`config.mk`:
```
export PLATFORM = sky130hd
export DESIGN_NAME = mux_n_to_1_pipe
export DESIGN_NICKNAME = d
export VERILOG_FILES = /design/src/rtl/mux_n_to_1_pipe.sv
export SDC_FILE = /design/constraint.sdc
export NUM_CORES = 1
export LEC_CHECK = 0
export BUFFER_PORTS_ARGS = -buffer_cell sky130_fd_sc_hd__buf_2
export CORE_ASPECT_RATIO = 1.2
export CORE_MARGIN = 8
export CORE_UTILIZATION = 40
export CTS_CLUSTER_DIAMETER = 50
export CTS_CLUSTER_SIZE = 30
export DETAILED_ROUTE_END_ITERATION = 10
export REMOVE_ABC_BUFFERS = 1
export SYNTH_ARGS = -nofsm -noshare
export SYNTH_HDL_FRONTEND = slang
export SYNTH_SLANG_ARGS = --single-unit
```
`constraint.sdc`:
```
create_clock -name Clk -period 1.5 [get_ports Clk]
set_input_delay 0.15 -clock Clk [delete_from_list [all_inputs] [get_ports Clk]]
set_output_delay 0.15 -clock Clk [all_outputs]
set_load 0.05 [all_outputs]
```
`src/rtl/mux_n_to_1_pipe.sv`:
```
// ---------------------------------------------------------------------------
// mux_n_to_1_pipe
//
// Purpose:
//   N-input, WIDTH-bit multiplexer with a registered output, a valid/ready
//   handshake on both sides and a 2-entry skid buffer (main + skid). The
//   upstream ready is a register, so it never depends combinationally on
//   Out_Ready. A one-cycle downstream stall is absorbed by the skid entry.
//
// Parameters:
//   WIDTH  data width of each input and of the output
//   N      number of inputs (2..16)
//   SEL_W  select width, 2**SEL_W >= N
//
// Ports:
//   Clk        rising-edge clock
//   Reset      synchronous active-high reset (priority over Flush)
//   In_Data    flattened inputs, input i at [i*WIDTH +: WIDTH]
//   Sel        input select, sampled with In_Valid
//   In_Valid   upstream offers In_Data/Sel
//   In_Ready   registered; 1 while a free entry exists
//   Flush      discard all buffered entries (priority over accept/pop)
//   Mux_Out    registered selected data (main entry)
//   Out_Valid  Mux_Out holds a valid entry
//   Out_Ready  downstream consumes Mux_Out this cycle
//   Sel_Err    sticky out-of-range select flag
//
// Build option:
//   MUX_SEL_CHECK_EN  when defined, an accepted Sel >= N sets Sel_Err until
//                     Reset. When undefined, Sel_Err is constant 0 and no
//                     compare logic is built. The data path stores slice 0
//                     for an out-of-range Sel in both builds.
// ---------------------------------------------------------------------------
module mux_n_to_1_pipe #(
  parameter int WIDTH = 5,
  parameter int N     = 2,
  parameter int SEL_W = 1
) (
  input  logic                 Clk,
  input  logic                 Reset,
  input  logic [N*WIDTH-1:0]   In_Data,
  input  logic [SEL_W-1:0]     Sel,
  input  logic                 In_Valid,
  output logic                 In_Ready,
  input  logic                 Flush,
  output logic [WIDTH-1:0]     Mux_Out,
  output logic                 Out_Valid,
  input  logic                 Out_Ready,
  output logic                 Sel_Err
);

  localparam int SEL_SPAN = 1 << SEL_W;

  typedef enum logic [1:0] {
    ST_EMPTY = 2'd0,
    ST_ONE   = 2'd1,
    ST_TWO   = 2'd2
  } state_t;

  // Every select code maps to a slice; codes >= N fall back to slice 0,
  // so the read is a plain table index with no runtime compare.
  logic [WIDTH-1:0] slice_tbl [SEL_SPAN];
  logic [WIDTH-1:0] sel_data;

  for (genvar gi = 0; gi < SEL_SPAN; gi++) begin : g_slice
    if (gi < N) begin : g_in
      assign slice_tbl[gi] = In_Data[gi*WIDTH +: WIDTH];
    end else begin : g_fallback
      assign slice_tbl[gi] = In_Data[0 +: WIDTH];
    end
  end

  assign sel_data = slice_tbl[Sel];

  state_t           state_q, state_d;
  logic [WIDTH-1:0] main_q, main_d;
  logic [WIDTH-1:0] skid_q, skid_d;
  logic             out_valid_q, out_valid_d;
  logic             in_ready_q, in_ready_d;
  logic             accept;
  logic             pop;

  assign accept = In_Valid & in_ready_q;
  assign pop    = out_valid_q & Out_Ready;

  always_comb begin
    state_d     = state_q;
    main_d      = main_q;
    skid_d      = skid_q;
    out_valid_d = out_valid_q;
    in_ready_d  = in_ready_q;

    if (Flush) begin
      // Buffered entries are dropped; main keeps its stale value since
      // Mux_Out is don't-care while Out_Valid is low.
      state_d     = ST_EMPTY;
      out_valid_d = 1'b0;
      in_ready_d  = 1'b1;
    end else begin
      case (state_q)
        ST_EMPTY: begin
          if (accept) begin
            main_d      = sel_data;
            state_d     = ST_ONE;
            out_valid_d = 1'b1;
            in_ready_d  = 1'b1;
          end
        end
        ST_ONE: begin
          if (accept && pop) begin
            main_d = sel_data;
          end else if (accept) begin
            // Downstream stalled: park the new entry, stop accepting.
            skid_d     = sel_data;
            state_d    = ST_TWO;
            in_ready_d = 1'b0;
          end else if (pop) begin
            state_d     = ST_EMPTY;
            out_valid_d = 1'b0;
          end
        end
        ST_TWO: begin
          // In_Ready is low here, so only a pop can happen.
          if (pop) begin
            main_d     = skid_q;
            state_d    = ST_ONE;
            in_ready_d = 1'b1;
          end
        end
        default: begin
          state_d     = ST_EMPTY;
          out_valid_d = 1'b0;
          in_ready_d  = 1'b1;
        end
      endcase
    end
  end

  always_ff @(posedge Clk) begin
    if (Reset) begin
      state_q     <= ST_EMPTY;
      main_q      <= '0;
      skid_q      <= '0;
      out_valid_q <= 1'b0;
      in_ready_q  <= 1'b1;
    end else begin
      state_q     <= state_d;
      main_q      <= main_d;
      skid_q      <= skid_d;
      out_valid_q <= out_valid_d;
      in_ready_q  <= in_ready_d;
    end
  end

  assign Mux_Out   = main_q;
  assign Out_Valid = out_valid_q;
  assign In_Ready  = in_ready_q;

`ifdef MUX_SEL_CHECK_EN
  // Per-code out-of-range flag, fixed at elaboration.
  logic [SEL_SPAN-1:0] oob_tbl;
  logic                sel_err_q, sel_err_d;

  for (genvar gi = 0; gi < SEL_SPAN; gi++) begin : g_oob
    if (gi < N) begin : g_ok
      assign oob_tbl[gi] = 1'b0;
    end else begin : g_bad
      assign oob_tbl[gi] = 1'b1;
    end
  end

  always_comb begin
    sel_err_d = sel_err_q;
    // An accept discarded by Flush does not count as a stored entry.
    if (accept && !Flush && oob_tbl[Sel]) begin
      sel_err_d = 1'b1;
    end
  end

  always_ff @(posedge Clk) begin
    if (Reset) begin
      sel_err_q <= 1'b0;
    end else begin
      sel_err_q <= sel_err_d;
    end
  end

  assign Sel_Err = sel_err_q;
`else
  assign Sel_Err = 1'b0;
`endif

endmodule

```
# Yosys cells after proc, flatten, opt, wreduce, memory -nomap -nowiden

Cells that the tools add are included.

Register bits after elaboration: 14
Input bits: 16
Output and inout bits: 8

Order comparisons: 1
Equal/unequal tests: 10
Muxes and demuxes: 22
Bitwise gates (word level): 6
Reduce and logical (&&, ||, !) cells: 9

Operators by type and width:

| kind                                                                   | number |
|---|---|
| 5-bit two-way mux                                                      | 6 |
| 5-bit one-hot mux with 3 select lines                                  | 1 |
| 2-bit != test (second input constant)                                  | 7 |
| 4-bit AND reduction                                                    | 3 |
| 2-bit two-way mux                                                      | 5 |
| 5-bit AND reduction                                                    | 2 |
| 1-bit two-way mux                                                      | 7 |
| 1-bit one-hot mux with 3 select lines                                  | 2 |
| 2-bit one-hot mux with 3 select lines                                  | 1 |
| 3-bit != test (second input constant)                                  | 1 |
| 1-bit inverter                                                         | 3 |
| 3-bit nonzero test                                                     | 1 |
| 1-bit bitwise AND                                                      | 2 |
| 2-bit by 1-bit equality test with 1-bit output (second input constant) | 1 |
| 2-bit equality test (second input constant)                            | 1 |
| 2-bit >= comparator (second input constant)                            | 1 |
| 2-bit zero test                                                        | 1 |
| 1-bit inverter with 2-bit output                                       | 1 |
| 2-bit OR reduction                                                     | 1 |
| 1-bit logical AND                                                      | 1 |

# Depth between registers and ports, before layout

Gate-level depths: netlist of the first run.

Depth in word-level cells: 6
Gate-level depth with buffers: 5
Mapped depth without buffers: 3

# Worst setup path before layout of the first run

Ideal clock, no wire load.

Kind: reg-to-reg
Start: register out_valid_q, in the netlist Out_Valid
End: register main_q[0], in the netlist Mux_Out[0]
Data arrival time: 1.480 ns
Slack: -0.052 ns
Stages on the path, launching flop included: 4
Path buffers: 0
Clock period less this slack: 1.552 ns
Cells stage by stage: dfxtp_1 -> nand2_2 -> o32ai_4 -> mux2i_1

Cells in the longest elaborated chain, start to end: 4
Elaborated cells between the ends (all ways): 5

RTL lines:

| what                                     | line | RTL |
|---|---|---|
| from (decl)                              | 78   | `logic out_valid_q, out_valid_d;` |
| from (signal assigned)                   | 150  | `out_valid_q <= out_valid_d;` |
| 1-bit bitwise AND (*)                    | 84   | `assign pop = out_valid_q & Out_Ready;` |
| 1-bit logical AND                        | 110  | `if (accept && pop) begin` |
| 2-bit != test (no source line)           | --   |  |
| 5-bit AND reduction (no source line) (*) | --   |  |
| to (signal assigned)                     | 148  | `main_q <= main_d;` |
| to (decl)                                | 76   | `logic [WIDTH-1:0] main_q, main_d;` |

Mark *: on every way between the ends. The rest lies on a longest branch, timed or not.
A chain may end at the register's enable or synchronous reset.

# Worst setup path in the final report of the first run

Start: register out_valid_q, in the netlist Out_Valid
End: register in_ready_q, in the netlist In_Ready

Cells in the longest elaborated chain, start to end: 4
Elaborated cells between the ends (all ways): 5

RTL lines:

| what                                     | line | RTL |
|---|---|---|
| 1-bit bitwise AND (*)                    | 84   |  |
| 1-bit logical AND                        | 110  |  |
| 2-bit != test (no source line)           | --   |  |
| 4-bit AND reduction (no source line) (*) | --   |  |
| to (signal assigned)                     | 151  | `in_ready_q <= in_ready_d;` |
| to (decl)                                | 79   | `logic in_ready_q, in_ready_d;` |

Marked as above.

==> results of run 1 <==
## worst paths after layout
path	startpoint	to	slack, ns	cells after the start
min	Flush	Out_Valid	0.16	2
max reg2reg	Out_Valid	In_Ready	0.13	3
min reg2reg	Mux_Out[2]	Mux_Out[2]	0.47	2
max	Out_Valid	In_Ready	0.13	3
## critical path: cells and delay by family (launching register included)
family	cells	cell delay, ns
flip-flops	1	0.40
AND/OR/NAND/NOR	1	0.31
AO/OA/AOI/OAI	2	0.55
## layout by cell type (no fill, tap or decap), types with 2 or more instances in the layout
master,n
buf_2,22
dfxtp_1,14
mux2i_1,10
a311oi_1,7
nand2b_1,6
a21oi_1,5
nor3b_1,5
a211o_1,5
clkbuf_4,3
buf_4,3
a211oi_1,2
## synthesized netlist by cell type (2+ instances only)
cell	count	area (sq um)
dfxtp_1	14	280
mux2i_1	10	100
a311oi_1	7	61.3
nand2b_1	6	37.5
a211o_1	5	43.8
a21oi_1	5	25.0
nor3b_1	5	37.5
clkbuf_1	3	11.3
a211oi_1	2	15.0
buf_6	2	22.5
## stage by stage
| step | power, mW | setup slack (ns) |
|---|---|---|
| final | 0.790 | 0.131 |
| after global routing | 0.841 | 0.00288 |
| after CTS | 0.798 | 0.124 |
| after detailed placement | 0.589 | 0.129 |
| after global placement | 0.588 | 0.133 |
| after floorplan | 0.525 | -0.0520 |
## routing by layer
layer	global-route usage (%)	up-vias	share of wire [%]
li1	-	348	-
met1	13.2	330	47
met2	16.2	20	46
met3	3.70	4	5.6
met4	3.76	0	1.1
met5	0	-	0
## power breakdown
group / internal (mW) / total (mW) / switching, mW
registers: 0.387 / 0.401 / 0.0134
logic: 0.0696 / 0.179 / 0.110
clock network: 0.0930 / 0.210 / 0.117
## cell type report
class	count	area share [%]
clock buffer	3	2.39
tap	20	2.65
inverter	1	0.398
multi-input combinational	57	50.8
timing repair buffer	25	14.1
sequential	14	29.7
## sequential cells by signal, indices dropped and copies added, names as in the netlist
name / cells
In_Ready: 1
Mux_Out: 5
Out_Valid: 1
skid_q: 5
state_q: 2
## cells by family (layout without fill, tap and decap cells)
group	after synthesis	count (layout)	share of synthesized area [%]
AO/OA/AOI/OAI	27	27	29.0
AND/OR/NAND/NOR	19	19	16.3
flip-flops	14	14	33.9
multiplexers	10	10	12.1
buffers and inverters	10	29	8.17
other	1	1	0.453
==> metrics.txt, run 1 <==
status finished clean; Die Wd 57.5 um; post-layout min period 1.37 ns; dpl cells 117; Final Hold Viols 0; CP Launch Type flip-flop; Max VDD drop 0.554 mV; Num CTS Buffers 3; Cell Chain, Critical Path a21boi_4 -> a311oi_1 -> or3_1; Vias 702; Starting Density 41.3%; Max FO, Critical Path 14; clk buf depth 2; routed wire length per instance 15.7 um; post-CTS sizing 0; Die H 65.8 um; Hold WS 0.156 ns; TritonCTS Sinks 14; nets 118; Fill cells 206; Clock Latency Late Sink 0.28 ns; largest net degree at the start of global routing 20; Top FF cell, synth dfxtp_1; crit-path max cell delay 0.41 ns; register bit total from synthesis 14; H-tree levels 1; max frequency 730 MHz; post-route cell area 943 sq um; filler-free cell count of the finished design 120; vias per cell 5.85; CORE AREA 0.00200 sq mm; syn_area_per_cell 10.2 sq um; remaining antenna violation count after routing 0; final setup TNS 0 ns; ant diodes 0; dpl cell area 921 sq um; critical path arrival 1.54 ns; Post-synth EDFFs 0; Slowest cell on crit path a21boi_4; yosys warns 0; period utilization 91.3%; first-pass GRT wire length 3220 um; Register Area 280 sq um; drt pass-1 iters 4; # hold bufs at CTS 0; critical path type reg2reg; GPL Wtd Cong 0.736; Finished Core Util 47.1%; die area 0.00378 sq mm; CP endpoint kind flip-flop; Synth async-reset ratio 0%; Routed WL 1890 um; Root Driver clkbuf_4; Hold Crit Class in2reg; HPWL after detailed placement 1410 um; Total Routing Usage GR 10.5%; area of the multi-input gates 479 sq um; Slew Limit Fails 0; Top Ports 24; initial DRC count 18; Leak 0.384 nW; Unique masters post-synth 32; CTS tree yes; initial antenna violation count 0; Site Rows 18; CP Data Required Time 1.67 ns; IO buf count 22; GRT overflow 0; Maximum Capacitance Violations 0; Mapped Area 827 sq um; vias in the first global route 718; area grow syn2layout 14.1%; clk_skew 0.00170 ns; Syn Inst Count 81; post-CTS setup buffers 0; layout cells sized above 1 34.0%; Worst-path clk slew 0.08 ns; pwr/cell area 837 mW/mm^2; Setup violations, final 0; RSZ-0062 raised after global routing no; residual DRC count 0; post-synthesis sequential area ratio 33.9%
No activity file was read; power rests on OpenSTA's default activity.
==> inputs of run 2 (changes only) <==
--- a/config.mk
+++ b/config.mk
@@ -12,6 +12,7 @@
 export CTS_CLUSTER_DIAMETER = 50
 export CTS_CLUSTER_SIZE = 30
 export DETAILED_ROUTE_END_ITERATION = 10
+export RECOVER_POWER = 25
 export REMOVE_ABC_BUFFERS = 1
 export SYNTH_ARGS = -nofsm -noshare
 export SYNTH_HDL_FRONTEND = slang
==> run 2 against run 1 <==
Effect of this change:
- global-route usage did not move
- cell count unchanged
- sequential cell count unchanged
- fmax is essentially flat
- sequential share of layout area is 0.20 points higher
- highest routed layer unchanged
==> metrics.txt, run 2 (synthesis gave the netlist of run 1 again) <==
post-CTS sizing 0 (unchanged); Die H 65.8 um (unchanged); Comb power frac 22.5% (-0.2 points); Slew headroom 60.5%; area grow syn2layout 13.3%; drt pass-1 iters 4 (unchanged); Sw Share 30.4% (+0.054 points); initial DRC count 15 (-3); critical path type reg2reg; nets 118 (unchanged); TritonCTS Sinks 14 (unchanged); Register Area 280 sq um (unchanged); remaining antenna violation count after routing 0 (unchanged); Final Hold Viols 0 (unchanged); Worst-path clk slew 0.08 ns (about the same); CP Data Required Time 1.67 ns (about the same); vias in the first global route 718 (unchanged); Top Ports 24 (unchanged); ant diodes 0 (unchanged); RSZ-0062 raised after global routing no; critical path arrival 1.54 ns (about the same); Total Power 0.787 mW (-0.34%); first-pass GRT wire length 3220 um (unchanged); pwr/cell area 840 mW/mm^2 (+0.32%); HPWL after detailed placement 1410 um (unchanged); area of the multi-input gates 479 sq um (unchanged); Leak 0.363 nW (-5.4%); post-CTS setup buffers 0 (unchanged); Maximum Capacitance Violations 0 (unchanged); Site Rows 18 (unchanged); Switch Pwr 0.240 mW (-0.17%); Hold Crit Class in2reg; Hold Path Origin Flush; most frequent cells in the layout buf_2 (17), dfxtp_1 (14), mux2i_1 (10); Worst R2R Setup Slack 0.13 ns (about the same); Clock Latency Late Sink 0.28 ns (about the same); H-tree levels 1 (unchanged); Num CTS Buffers 3 (unchanged); status finished clean; Register-to-Register Path Depth 3 (unchanged); CTS tree yes; CORE AREA 0.00200 sq mm (unchanged); period utilization 91.3% (about the same); max frequency 730 MHz (about the same); GRT overflow 0 (unchanged); Die Wd 57.5 um (unchanged); residual DRC count 0 (unchanged); post-layout min period 1.37 ns (+0.000768 ns); reg2reg end In_Ready; power share of the clock group 26.6% (about the same); Total Routing Usage GR 10.5% (unchanged); clk_skew 0.00186 ns (+0.000161 ns); Max FO, Critical Path 14 (unchanged); hold endpoint Out_Valid; CP Launch Type flip-flop; dpl cell area 921 sq um (unchanged); Starting Density 41.3% (unchanged); Slew Limit Fails 0 (unchanged); die area 0.00378 sq mm (unchanged); layout cells sized above 1 29.0% (-5.0 points); largest net degree at the start of global routing 20 (unchanged); Root Driver clkbuf_4; Worst Hold Depth 2 (unchanged); GPL Wtd Cong 0.736 (unchanged); most common cell after layout, fill and taps aside buf_2; Setup violations, final 0 (unchanged); Routed WL 1880 um (-0.48%); Hold WS 0.157 ns (+0.000391 ns); post-route cell area 937 sq um (-0.66%); Least-Margin Pin Slew 0.595 ns; initial antenna violation count 0 (unchanged); # hold bufs at CTS 0 (unchanged); IO buf count 22 (unchanged); vias per cell 5.85 (unchanged); clk buf depth 2 (unchanged); routed wire length per instance 15.6 um (-0.48%); Fill cells 209 (+1.5%); Vias 702 (unchanged); Crit Reg-Reg Startpoint Out_Valid; CP endpoint kind flip-flop; P_int 0.548 mW (-0.42%); Seq pwr share 50.9% (+0.2 points); Max VDD drop 0.551 mV (-0.55%)
## run 2: cell types whose count changed in the layout (fill, tap and decap cells not counted)
cell	previous run	this run
buf_2	22	17
clkbuf_1	0	5
## run 2: power by group through the flow
stage	Clock [mW]	Combinational, mW	Sequential (mW)
floorplan	0	0.0789	0.446
finish	0.209	0.177	0.401
detailed placement	0	0.181	0.409
global route	0.243	0.193	0.403
global placement	0	0.179	0.409
CTS	0.216	0.181	0.401
## run 2: how the worst max path moves through the flow
stage / start / end / slack, ns
3_5_place_dp: Out_Valid / In_Ready / 0.13
4_1_cts: Out_Valid / In_Ready / 0.12
5_1_grt: In_Ready / skid_q[4] / 0.003
6_report: Out_Valid / In_Ready / 0.13
3_3_place_gp: Out_Valid / In_Ready / 0.13
2_1_floorplan: Out_Valid / Mux_Out[0] / -0.05
## run 2: critical path: stages, from the launching register on
cell      delay (ns)
dfxtp_1         0.40
a21boi_4        0.41
a311oi_1        0.14
or3_1           0.31
## run 2: per-stage QoR
step                      util [%]  instances  setup slack (ns)  setup TNS [ns]
after floorplan                  -         72           -0.0520          -0.352
after global routing          46.8        120           0.00288               0
after detailed placement      45.9        117             0.129               0
final                         46.8        120             0.130               0
after global placement        45.9        117             0.133               0
after CTS                     47.1        120             0.124               0
## run 2: layer usage
layer / track usage, % / share of wire [%] / wire [um]
met5: 0 / 0 / 0
met2: 16.2 / 46 / 866
met4: 3.76 / 1.1 / 21
met1: 13.2 / 47 / 884
met3: 3.70 / 5.5 / 104
## run 2: layout make-up
type / count / area share, %
Multi-Input combinational cell: 57 / 51.1
Inverter: 1 / 0.401
Sequential cell: 14 / 29.9
Clock buffer: 3 / 2.40
Tap cell: 20 / 2.67
Timing Repair Buffer: 25 / 13.5
==> inputs of run 3 (changes only) <==
--- a/config.mk
+++ b/config.mk
@@ -5,6 +5,7 @@
 export SDC_FILE = /design/constraint.sdc
 export NUM_CORES = 1
 export LEC_CHECK = 0
+export ABC_AREA = 1
 export BUFFER_PORTS_ARGS = -buffer_cell sky130_fd_sc_hd__buf_2
 export CORE_ASPECT_RATIO = 1.2
 export CORE_MARGIN = 8
@@ -12,8 +13,10 @@
 export CTS_CLUSTER_DIAMETER = 50
 export CTS_CLUSTER_SIZE = 30
 export DETAILED_ROUTE_END_ITERATION = 10
+export PLACE_DENSITY = 0.65
 export RECOVER_POWER = 25
 export REMOVE_ABC_BUFFERS = 1
+export SETUP_SLACK_MARGIN = 0.2
 export SYNTH_ARGS = -nofsm -noshare
 export SYNTH_HDL_FRONTEND = slang
 export SYNTH_SLANG_ARGS = --single-unit
==> run 3 against run 2 <==
Effect of this change:
- first-iteration DRC count is 87% higher
- highest routed layer unchanged
- wire length is 8.8% lower
- fmax is 9.8% higher
- sequential power hardly changed
- critical endpoint is now Mux_Out[2]
- largest power group unchanged
- clock power is 33% higher
- clock skew hardly changed
- critical path depth is 2 lower
- largest cell class unchanged
==> metrics.txt, run 3 <==
syn_area_per_cell 6.09 sq um (-40%); Syn Inst Count 125 (+54%); most frequent cells in the layout nand2_1 (36), inv_1 (18), nor2_1 (18); Slew headroom 60.3% (-0.16 points); post-layout min period 1.25 ns (-0.122 ns); Least-Margin Pin Slew 0.598 ns (+0.00242 ns); remaining antenna violation count after routing 0 (unchanged); most common cell after layout, fill and taps aside nand2_1; pre-CTS WS 0.321 ns (+0.192 ns); Top Ports 24 (unchanged); clk buf depth 2 (unchanged); combinational family with the most area after synthesis simple AND/OR/NAND/NOR gates; crit-path max cell delay 0.47 ns (+0.06 ns); grt met3 use 2.57% (-1.1 points); Crit path max-delay family buffers and inverters; Synth Area in Adders 0% (unchanged); Max VDD drop 0.463 mV (-16%); met1 usage in global routing 10.6% (-2.6 points); CORE AREA 0.00181 sq mm (-9.8%); Num CTS Buffers 3 (unchanged); status finished clean; Post-synth EDFFs 0 (unchanged); Final Hold Viols 0 (unchanged); residual DRC count 0 (unchanged); Maximum Capacitance Violations 0 (unchanged); IO buf count 22 (unchanged); Mapped Area 761 sq um (-8.0%); Hold WS 0.122 ns (-0.0346 ns); Leak 0.455 nW (+25%); Worst Slack Setup Final 0.252 ns (+0.122 ns); Slowest cell on crit path clkbuf_1; vias per cell 4.71 (-19%); Clock Latency Late Sink 0.28 ns (about the same); first-pass GRT wire length 2760 um (-14%); post-synthesis sequential area ratio 36.8% (+3.0 points); Buf/Inv on CP 1 (+1); mux contribution to synthesized area 0% (-12 points); final setup TNS 0 ns (unchanged); post-CTS sizing 0 (unchanged); Hold Crit Class in2reg; yosys warns 0 (unchanged); routed wire length per instance 10.2 um (-35%); CP Launch Type flip-flop; Die Wd 55.8 um (-3.0%); GRT overflow 0 (unchanged); critical path arrival 1.10 ns (-0.44 ns); TritonCTS Sinks 14 (unchanged); simple-gate portion of the synthesized area 36.3% (+20 points); critical path type reg2out; post-route cell area 917 sq um (-2.1%); ant diodes 0 (unchanged); Starting Density 42.1% (+0.82 points); CTS tree yes; clk_skew 0.00201 ns (+0.000146 ns); Max FO, Critical Path 2 (-12); largest cells by area after synthesis dfxtp_1 (37%), nand2_1 (19%), inv_1 (8.9%), nor2_1 (8.9%), o21ai_0 (7.9%); die area 0.00356 sq mm (-6.0%); Die H 63.8 um (-3.1%); vias in the first global route 696 (-3.1%); GR peak layer met2; initial DRC count 28 (+13); post-synth top area share 36.8% (+3.0 points); Unique masters post-synth 13 (-59%); drt pass-1 iters 4 (unchanged); filler-free cell count of the finished design 168 (+40%); Site Rows 17 (-1); dpl cell area 880 sq um (-4.5%); Synth async-reset ratio 0% (unchanged); largest net degree at the start of global routing 12 (-40%); Vias 792 (+13%); dominant cell type by area after synthesis dfxtp_1; Cell Chain, Critical Path clkbuf_1; # hold bufs at CTS 0 (unchanged); Top FF cell, synth dfxtp_1; Routed WL 1710 um (-8.8%); pwr/cell area 945 mW/mm^2 (+12%); HPWL after detailed placement 1310 um (-6.7%); Setup violations, final 0 (unchanged); CP Data Required Time 1.35 ns (-0.32 ns); area grow syn2layout 20.6%; register bit total from synthesis 14 (unchanged); area share of xor/xnor cells in the synthesized design 0% (unchanged); post-CTS setup buffers 0 (unchanged); Root Driver clkbuf_4; Worst R2R Setup Slack 0.30 ns (+0.17 ns); CP endpoint kind output port; GPL Wtd Cong 0.796 (+8.1%); Slew Limit Fails 0 (unchanged); H-tree levels 1 (unchanged); most frequent cell after synthesis nand2_1; Total Routing Usage GR 9.10% (-1.4 points); initial antenna violation count 0 (unchanged); nets 166 (+41%); fraction of the mapped netlist area in compound gates 14.5% (-15 points); dpl cells 164 (+40%); Worst-path clk slew 0.09 ns (about the same); period utilization 83.2% (-8.1 points); max frequency 801 MHz (+9.8%); RSZ-0062 raised after global routing no; met2 usage 14.5% (-1.8 points); Post-synth top cells nand2_1 (38), inv_1 (18), nor2_1 (18), dfxtp_1 (14), o21ai_0 (12); layout cells sized above 1 20.1% (-8.9 points)
[run 3: power breakdown]
part / internal [mW] / total (mW) / switching (mW)
Clock: 0.148 / 0.278 / 0.131
Combinational: 0.0541 / 0.187 / 0.133
Sequential: 0.390 / 0.401 / 0.0110
[run 3: cells by family after synthesis]
logic type      after synthesis
simple gates                 67
compound gates               22
buf+inv                      21
flops                        14
other cells                   1
[run 3: final cells by class]
| type | count | area (sq um) |
|---|---|---|
| clock buffers | 4 | 36.3 |
| fillers | 191 | 891 |
| inverters | 18 | 67.6 |
| multi-input cells | 90 | 395 |
| flip-flops and latches | 14 | 283 |
| well taps | 19 | 23.8 |
| repair buffers | 23 | 111 |
[run 3: per-layer routing]
| metal | routed length (um) | part of all wire, % |
|---|---|---|
| met5 | 0 | 0 |
| met1 | 797 | 47 |
| met2 | 745 | 44 |
| met3 | 133 | 7.8 |
| met4 | 34 | 2.0 |
[run 3: through the flow]
stage                     power (mW)  utilization (%)
after floorplan                0.542                -
after global placement         0.595             48.7
after CTS                      0.873             50.7
after detailed placement       0.598             48.7
final                          0.866             50.7
after global routing           0.907             50.7
[run 3: worst paths after layout]
| kind | endpoint | start | cells past startpoint |
|---|---|---|---|
| max | Mux_Out[2] | Mux_Out[2] | 1 |
| min reg2reg | skid_q[2] | skid_q[2] | 2 |
| max reg2reg | Mux_Out[0] | Out_Valid | 7 |
| min | skid_q[2] | Reset | 2 |
